**src/rtl/object_commander.sv**
```systemverilog
`default_nettype none
// ============================================================================
//  Module      : object_commander
//  Description : Bus master for the addressed-object command bus. Queues
//                (address, command) requests, drives each one onto the shared
//                bus for a single cycle, reads the target's status bit back
//                and re-drives on mismatch until the retry budget runs out.
//  Revision    : 1.0 - initial release
// ============================================================================
module object_commander #(
  parameter int ADDR_W     = 5,
  parameter int FIFO_DEPTH = 4,
  parameter int MAX_RETRY  = 3
) (
  input  logic                     clk_i,
  input  logic                     rst_i,
  input  logic                     req_valid_i,
  output logic                     req_ready_o,
  input  logic [ADDR_W-1:0]        req_addr_i,
  input  logic                     req_cmd_i,
  output logic [ADDR_W-1:0]        address_o,
  output logic                     command_o,
  input  logic [(2**ADDR_W)-1:0]   status_i,
  output logic                     done_o,
  output logic [ADDR_W-1:0]        done_addr_o,
  output logic                     err_o,
  output logic                     busy_o
);

  // Pointer index width; one extra wrap bit separates full from empty.
  localparam int c_ptr_w   = $clog2(FIFO_DEPTH);
  // Retry counter only needs to reach MAX_RETRY; it saturates there.
  localparam int c_retry_w = (MAX_RETRY > 0) ? $clog2(MAX_RETRY + 1) : 1;
  localparam logic [c_retry_w-1:0] c_max_retry = c_retry_w'(MAX_RETRY);
  localparam logic [c_retry_w-1:0] c_retry_one = c_retry_w'(1);
  localparam logic [c_ptr_w:0]     c_ptr_one   = (c_ptr_w + 1)'(1);

  typedef enum logic [1:0] {
    S_IDLE  = 2'd0,
    S_DRIVE = 2'd1,
    S_CHECK = 2'd2
  } state_t;

  // --------------------------------------------------------------------------
  // Request queue
  // --------------------------------------------------------------------------
  logic [ADDR_W-1:0] r_fifo_addr [FIFO_DEPTH];
  logic              r_fifo_cmd  [FIFO_DEPTH];
  logic [c_ptr_w:0]  r_wr_ptr;
  logic [c_ptr_w:0]  r_rd_ptr;

  logic              w_empty;
  logic              w_full;
  logic              w_push;
  logic              w_pop;
  logic [ADDR_W-1:0] w_head_addr;
  logic              w_head_cmd;

  assign w_empty = (r_wr_ptr == r_rd_ptr);
  assign w_full  = (r_wr_ptr[c_ptr_w] != r_rd_ptr[c_ptr_w]) &&
                   (r_wr_ptr[c_ptr_w-1:0] == r_rd_ptr[c_ptr_w-1:0]);

  // Ready depends on fullness alone, so a same-cycle pop never frees a slot
  // early. Address 0 is the idle code: such requests are accepted and dropped.
  assign req_ready_o = !w_full;
  assign w_push      = req_valid_i && !w_full && (req_addr_i != '0);

  assign w_head_addr = r_fifo_addr[r_rd_ptr[c_ptr_w-1:0]];
  assign w_head_cmd  = r_fifo_cmd[r_rd_ptr[c_ptr_w-1:0]];

  // Queue storage: written on push, no reset needed since pointers guard it.
  always_ff @(posedge clk_i) begin
    if (w_push) begin
      r_fifo_addr[r_wr_ptr[c_ptr_w-1:0]] <= req_addr_i;
      r_fifo_cmd[r_wr_ptr[c_ptr_w-1:0]]  <= req_cmd_i;
    end
  end

  // Queue pointers: reset flushes every queued request.
  always_ff @(posedge clk_i or negedge rst_i) begin
    if (!rst_i) begin
      r_wr_ptr <= '0;
      r_rd_ptr <= '0;
    end else begin
      if (w_push) begin
        r_wr_ptr <= r_wr_ptr + c_ptr_one;
      end
      if (w_pop) begin
        r_rd_ptr <= r_rd_ptr + c_ptr_one;
      end
    end
  end

  // --------------------------------------------------------------------------
  // Command sequencer
  // --------------------------------------------------------------------------
  state_t               r_state;
  state_t               w_state_nxt;
  logic [ADDR_W-1:0]    r_addr;
  logic [ADDR_W-1:0]    w_addr_nxt;
  logic                 r_cmd;
  logic                 w_cmd_nxt;
  logic [c_retry_w-1:0] r_retry;
  logic [c_retry_w-1:0] w_retry_nxt;
  logic [ADDR_W-1:0]    r_bus_addr;
  logic [ADDR_W-1:0]    w_bus_addr_nxt;
  logic                 r_bus_cmd;
  logic                 w_bus_cmd_nxt;
  logic                 r_done;
  logic                 w_done_nxt;
  logic [ADDR_W-1:0]    r_done_addr;
  logic [ADDR_W-1:0]    w_done_addr_nxt;
  logic                 r_err;
  logic                 w_err_nxt;
  logic                 w_match;

  // The object has already absorbed the drive by the CHECK cycle.
  assign w_match = (status_i[r_addr] == r_cmd);

  // Next-state and registered-output decode; the bus idles at 0 by default.
  always_comb begin
    w_state_nxt     = r_state;
    w_addr_nxt      = r_addr;
    w_cmd_nxt       = r_cmd;
    w_retry_nxt     = r_retry;
    w_bus_addr_nxt  = '0;
    w_bus_cmd_nxt   = 1'b0;
    w_done_nxt      = 1'b0;
    w_done_addr_nxt = r_done_addr;
    w_err_nxt       = r_err;
    w_pop           = 1'b0;
    unique case (r_state)
      S_IDLE: begin
        if (!w_empty) begin
          w_pop          = 1'b1;
          w_addr_nxt     = w_head_addr;
          w_cmd_nxt      = w_head_cmd;
          w_retry_nxt    = '0;
          w_bus_addr_nxt = w_head_addr;
          w_bus_cmd_nxt  = w_head_cmd;
          w_state_nxt    = S_DRIVE;
        end
      end
      S_DRIVE: begin
        // Bus was live for exactly this cycle; release it for the readback.
        w_state_nxt = S_CHECK;
      end
      S_CHECK: begin
        if (w_match) begin
          w_done_nxt      = 1'b1;
          w_err_nxt       = 1'b0;
          w_done_addr_nxt = r_addr;
          w_state_nxt     = S_IDLE;
        end else if (r_retry < c_max_retry) begin
          w_retry_nxt    = r_retry + c_retry_one;
          w_bus_addr_nxt = r_addr;
          w_bus_cmd_nxt  = r_cmd;
          w_state_nxt    = S_DRIVE;
        end else begin
          w_done_nxt      = 1'b1;
          w_err_nxt       = 1'b1;
          w_done_addr_nxt = r_addr;
          w_state_nxt     = S_IDLE;
        end
      end
      default: begin
        w_state_nxt = S_IDLE;
      end
    endcase
  end

  // Sequencer state and output registers; reset drops any in-flight request.
  always_ff @(posedge clk_i or negedge rst_i) begin
    if (!rst_i) begin
      r_state     <= S_IDLE;
      r_addr      <= '0;
      r_cmd       <= 1'b0;
      r_retry     <= '0;
      r_bus_addr  <= '0;
      r_bus_cmd   <= 1'b0;
      r_done      <= 1'b0;
      r_done_addr <= '0;
      r_err       <= 1'b0;
    end else begin
      r_state     <= w_state_nxt;
      r_addr      <= w_addr_nxt;
      r_cmd       <= w_cmd_nxt;
      r_retry     <= w_retry_nxt;
      r_bus_addr  <= w_bus_addr_nxt;
      r_bus_cmd   <= w_bus_cmd_nxt;
      r_done      <= w_done_nxt;
      r_done_addr <= w_done_addr_nxt;
      r_err       <= w_err_nxt;
    end
  end

  assign address_o   = r_bus_addr;
  assign command_o   = r_bus_cmd;
  assign done_o      = r_done;
  assign done_addr_o = r_done_addr;
  assign err_o       = r_err;
  assign busy_o      = (r_state != S_IDLE) || !w_empty;

endmodule
`default_nettype wire

```
**config.mk**
```make
export PLATFORM = sky130hd
export DESIGN_NAME = object_commander
export DESIGN_NICKNAME = d
export VERILOG_FILES = /design/src/rtl/object_commander.sv
export SDC_FILE = /design/constraint.sdc
export NUM_CORES = 1
export LEC_CHECK = 0
export ABC_AREA = 0
export BUFFER_PORTS_ARGS = -buffer_cell sky130_fd_sc_hd__buf_2
export CAP_MARGIN = 0
export CORE_MARGIN = 3
export CORE_UTILIZATION = 30
export DETAILED_ROUTE_END_ITERATION = 7
export HOLD_SLACK_MARGIN = 0.1
export SYNTH_ARGS = -nofsm -noshare
export SYNTH_HDL_FRONTEND = slang
export SYNTH_SLANG_ARGS = --single-unit
```
**constraint.sdc**
```tcl
create_clock -name clk_i -period 1.93 [get_ports clk_i]
set_input_delay 0 -clock clk_i [delete_from_list [all_inputs] [get_ports clk_i]]
set_output_delay 0 -clock clk_i [all_outputs]
set_load 0.01 [all_outputs]
```
==> impl_metrics.ini, run 1 <==
[final_layout]
final_common_cell = buf_2
layout_common_cells = buf_2, dfrtp_1, edfxtp_1
multi_input_area_um2 = 1100
diodes = 0
fill_cells = 770
syn_to_final_growth_pct = 33.0
fin_area_um2 = 3350
layout-drive-gt1-share = 0.435
seqCellArea_um2 = 1450
fin_nets = 317

[pwr]
vdd_drop_max_uv = 724
powerDensity_nw_per_um2 = 1600
p_comb_frac = 0.520
pwr-share-clk = 0.130
power_frac_seq = 0.350
internal_power_uw = 3420
power.net_switching_uw = 1920
leakagePower_uw = 0.00152
p_sw_frac = 0.360

[critical_path]
crit_arrival_ns = 2.27
critical_path_class = reg -> reg
crit_required_ns = 2.11
worstPathMaxFanout = 7
cp-end-kind = flop
startpoint_type = flop
r2r_cells = 7

[timing]
slew_headroom = 0.537
fin_skew_ns = 0.0167
fin_ws_ns = -0.160
period_minus_slack_ns = 2.09
finalHoldViolations = 0
setup_tns_ns = -1.03
fin_hold_ws_ns = 0.144
final-max-slew-violation-count = 0
setup_violations = 12
timing.fmax_mhz = 478
worstMarginPinSlew_ns = 0.695
rsz0062_at_grt = yes
period_share = 1.08

[drt]
wl_per_cell_um = 14.2
drtIter0Drc = 98
wl_met2_mm = 2.43
final_antenna_net_count = 0
drc = 0
routed_via_density = 4.68
wl_met3_um = 346
m1WireLength_mm = 2.49
drtPass1Iterations = 4
top_layer = met4
num_vias = 1744
routed_wl_mm = 5.28

[cts]
cts_max_level = 2
cts_sinks = 53
root_buffer = clkbuf_8
cts_buffers = 5
clkLatencyLatePin_ns = 0.30
clk_pin_slew_ns = 0.11
cts_tree = built
clockBufferDepth = 2

[grt]
grt_use_total = 0.118
antenna_found_initial = 0
grt_pass1_vias = 1823
grt_max_degree = 30
gr-total-overflow = 0
grt_pass1_wl_mm = 9.06

[synthesis]
synth_warnings = 0
synth_top_area_cell = dfrtp_1
avgSynthCellArea_um2 = 13.6
syn_area_um2 = 2520
synthDistinctLibCells = 37
async_flop_share = 0.547
synth_edf_count = 24
ys_top_cells_by_area = dfrtp_1, edfxtp_1, mux2i_1
syn_inst = 185
synthesis.nets = 232
synth-seq-cells = 53
yosysSeqAreaShare = 0.575
synth_top_area_frac = 0.288
synth-main-ff-cell = dfrtp_1

[die]
coreArea_um2 = 7930
die_h_um = 97.6
die_area_um2 = 9530
start_util = 0.318
die_w_um = 97.6
ioPinCount = 56
rows = 32

[placement]
place_congestion = 0.799
port_buffers = 55
dpl.hpwl_mm = 3.86
post-place-ws_ns = -0.229
placed_area_um2 = 3040

[outcome]
violations = setup timing
status = finished with violations

[run]
max-cap-violations = 0

[hold_path]
min_path_cells = 3
hold_path_class = in -> reg
[stage by stage]
stage	std cells	total power, uW	utilization
2_1_floorplan	185	3540	-
3_3_place_gp	355	4360	0.384
3_5_place_dp	355	4420	0.384
4_1_cts	372	5240	0.412
5_1_grt	373	5790	0.422
6_report	373	5340	0.422
[worst paths after layout]
check | slack [ns] | startpoint | endpoint
max | -0.16 | r_addr[1] | done_addr_o[1]
min | 0.14 | req_valid_i | r_wr_ptr[0]
max reg2reg | -0.16 | r_addr[1] | done_addr_o[1]
min reg2reg | 0.46 | r_state[1] | r_state[1]
max in group asynchronous | 1.18 | rst_i | r_addr[1]
min in group asynchronous | 0.27 | rst_i | r_addr[3]
[registers in the layout, indices dropped and copies added, names as in the netlist, 2 cells and up]
register,flops
r_state,2
r_wr_ptr,3
r_fifo_addr,20
r_addr,5
done_addr_o,5
r_retry,2
address_o,5
r_fifo_cmd,4
r_rd_ptr,3
[power groups by stage]
| stage | Clock, uW | Sequential, uW | Combinational, uW |
|---|---|---|---|
| floorplan | 0 | 1850 | 1690 |
| global placement | 0 | 1880 | 2490 |
| detailed placement | 0 | 1880 | 2540 |
| CTS | 711 | 1870 | 2660 |
| global route | 770 | 1920 | 3100 |
| finish | 693 | 1870 | 2780 |
[routing by layer]
metal,GRT usage,vias up
met4,0.0224,0
met1,0.159,837
met3,0.0345,2
met5,0,-
li1,-,839
met2,0.190,66
[synth_stat cells (2+ instances only)]
library cell	count
nor2_1	4
nor3_1	2
mux4_2	6
and2_1	7
a22oi_1	4
nor2b_1	8
inv_1	6
buf_2	2
xor2_1	2
xnor2_1	5
edfxtp_1	24
a21oi_1	3
nand2b_1	3
nand2_1	16
mux2_4	5
o21ai_1	2
a21o_1	11
a31o_2	2
ha_1	6
dfrtp_1	29
nand3_1	5
mux2i_1	18
[logic make-up after synthesis]
| kind of cell | Yosys count | share of synthesized area |
|---|---|---|
| adders and majority gates | 6 | 0.0298 |
| buffers and inverters | 12 | 0.0263 |
| DFF | 53 | 0.575 |
| muxes | 29 | 0.155 |
| and+or+nand+nor | 49 | 0.100 |
| xor gates and xnor gates | 7 | 0.0244 |
| AOI/OAI and AO/OA | 29 | 0.0895 |
[cell type report]
type	instances	share of cell area
timing repair buffer	83	0.162
tap	102	0.0381
clock buffer	7	0.0288
inverter	7	0.00785
multi-input combinational	120	0.328
clock inverter	1	0.00262
sequential	53	0.432
[critical path: stages (launching register included)]
cell and delay, ns:
dfrtp_2 0.49, buf_6 0.17, mux2i_2 0.24, a22oi_2 0.13, a31o_4 0.26, o21ai_4 0.13
a31o_4 0.23, mux2_4 0.31
[what timing repair did]
| action | in CTS | in global routing |
|---|---|---|
| endpoints found under the setup margin | 13 | 15 |
| endpoints found under the hold margin | 53 | 0 |
| hold buffers | 7 | 0 |
| gates resized for setup | 11 | 14 |
| buffers inserted | 2 | 1 |
| pin swaps | 6 | 11 |
No activity file was read; power rests on OpenSTA's default activity.
==> run 2: changes to the inputs <==
--- a/config.mk
+++ b/config.mk
@@ -6,7 +6,7 @@
 export NUM_CORES = 1
 export LEC_CHECK = 0
 export ABC_AREA = 0
-export BUFFER_PORTS_ARGS = -buffer_cell sky130_fd_sc_hd__buf_2
+export BUFFER_PORTS_ARGS = -buffer_cell sky130_fd_sc_hd__buf_4
 export CAP_MARGIN = 0
 export CORE_MARGIN = 3
 export CORE_UTILIZATION = 30
==> run 2 against run 1 <==
Net effect: the run still ends with setup timing left; sequential power is essentially flat; final area grew 3.4%; first-iteration DRC count shrank 21%; combinational power grew 3%; worst setup slack gained 0.053 ns; non-clock buffer count is the same; clock power shrank 13%; fmax grew 2.6%; total power shrank 0.23%; critical path type unchanged; highest routed layer unchanged.
==> impl_metrics.ini, run 2 (synthesis results as in run 1) <==
[final_layout]
layout_common_cells = buf_4, dfrtp_1, edfxtp_1
fin_area_um2 = 3460
layout-drive-gt1-share = 0.424
syn_to_final_growth_pct = 37.6
largest_register_ff_count = 20
fin_nets = 317
final_common_cell = buf_4
diodes = 0

[cts]
cts_tree = built
root_buffer = clkbuf_8
clockBufferDepth = 2
cts_buffers = 5
cts_max_level = 2
cts_sinks = 53
clkLatencyLatePin_ns = 0.31
clk_pin_slew_ns = 0.09

[timing]
final-max-slew-violation-count = 0
timing.fmax_mhz = 491
period_minus_slack_ns = 2.04
worstMarginPinSlew_ns = 0.389
rsz0062_at_grt = yes
finalHoldViolations = 0
fin_ws_ns = -0.107
slew_headroom = 0.741
fin_hold_ws_ns = 0.143
period_share = 1.06
setup_violations = 5
fin_skew_ns = 0.00785

[grt]
use_met2 = 0.181
grt_pass1_vias = 1812
antenna_found_initial = 0
grt_pass1_wl_mm = 8.96
grt_use_total = 0.117
grt_busiest_layer = met2
gr-usage-met3 = 0.0359
grt_max_degree = 30
gr-total-overflow = 0
met1_usage = 0.156

[drt]
routed_wl_mm = 5.30
drc = 0
drtPass1Iterations = 4
wl_per_cell_um = 14.2
num_vias = 1705
routed_via_density = 4.57
final_antenna_net_count = 0
drtIter0Drc = 77

[outcome]
status = finished with violations
violations = setup timing

[die]
die_w_um = 97.6
coreArea_um2 = 7930
die_area_um2 = 9530
start_util = 0.318
die_h_um = 97.6
ioPinCount = 56
rows = 32

[critical_path]
crit_required_ns = 2.13
r2r-end = done_addr_o[0]
critical_path_class = reg -> reg
crit-reg2reg-launch = r_addr[1]
crit_arrival_ns = 2.23
r2r_slack_ns = -0.11
startpoint_type = flop
worstPathMaxFanout = 6
r2r_cells = 7
cp-end-kind = flop

[pwr]
p_sw_frac = 0.356
leakagePower_uw = 0.00155
vdd_drop_max_uv = 537
powerDensity_nw_per_um2 = 1540
internal_power_uw = 3430
p_comb_frac = 0.537
total_power_uw = 5330
power_frac_seq = 0.350
power.net_switching_uw = 1900
pwr-share-clk = 0.113

[placement]
port_buffers = 55
place_congestion = 0.799
placed_area_um2 = 3180
dpl.hpwl_mm = 4.02

[run]
max-cap-violations = 0

[hold_path]
hold_path_class = in -> async
[run 2: cell types whose count changed in the layout (fill, tap and decap cells not counted), sizes merged]
| cell | delta |
|---|---|
| clkbuf | -1 |
| clkinv | +1 |
| clkinvlp | +1 |
| inv | -1 |
[run 2: power groups by stage]
| stage | sequential [uW] | clock, uW | combinational (uW) |
|---|---|---|---|
| finish | 1870 | 602 | 2860 |
| global route | 1920 | 665 | 3170 |
| CTS | 1870 | 621 | 2750 |
| detailed placement | 1890 | 0 | 2630 |
| global placement | 1880 | 0 | 2590 |
| floorplan | 1850 | 0 | 1690 |
[run 2: cell type report]
type                            count  area, um2
Multi-Input combinational cell    120       1100
Sequential cell                    53       1450
Timing Repair Buffer               83        681
Tap cell                          102        128
Clock inverter                      2       10.0
Clock buffer                        6       72.6
Fill cell                         737       4460
Inverter                            7       26.3
[run 2: critical path, stage by stage (launching register included)]
cell     delay, ns
dfrtp_2       0.47
buf_6         0.16
mux2i_1       0.12
a22oi_1       0.31
a31o_4        0.22
o21ai_2       0.06
a31o_4        0.29
mux2_4        0.30
[run 2: worst max path at each step]
stage,startpoint,end
2_1_floorplan,r_addr[1],done_addr_o[0]
3_3_place_gp,r_addr[1],done_addr_o[4]
3_5_place_dp,r_addr[1],done_addr_o[0]
4_1_cts,r_addr[1],done_addr_o[0]
5_1_grt,r_addr[1],done_addr_o[0]
6_report,r_addr[1],done_addr_o[0]
[run 2: through the flow]
stage           util  setup slack (ns)  instances  setup TNS, ns
2_1_floorplan      -          0.000682        185              0
5_1_grt        0.437            -0.204        373          -1.73
4_1_cts        0.427            -0.113        373         -0.537
3_5_place_dp   0.401            -0.276        355          -2.72
6_report       0.437            -0.107        373         -0.518
3_3_place_gp   0.401            -0.205        355          -2.15
[run 2: what timing repair did]
action,4_1_cts,5_1_grt
hold buffers,7,0
setup buffers,3,0
endpoints found under the hold margin,53,0
cloned,0,0
gates resized for setup,9,15
pin swaps,4,6
endpoints found under the setup margin,13,15
[run 2: routing by layer]
metal	wire length (um)	share of wire
met5	0	0
met4	52	0.0098
met3	345	0.065
met2	2410	0.45
met1	2500	0.47
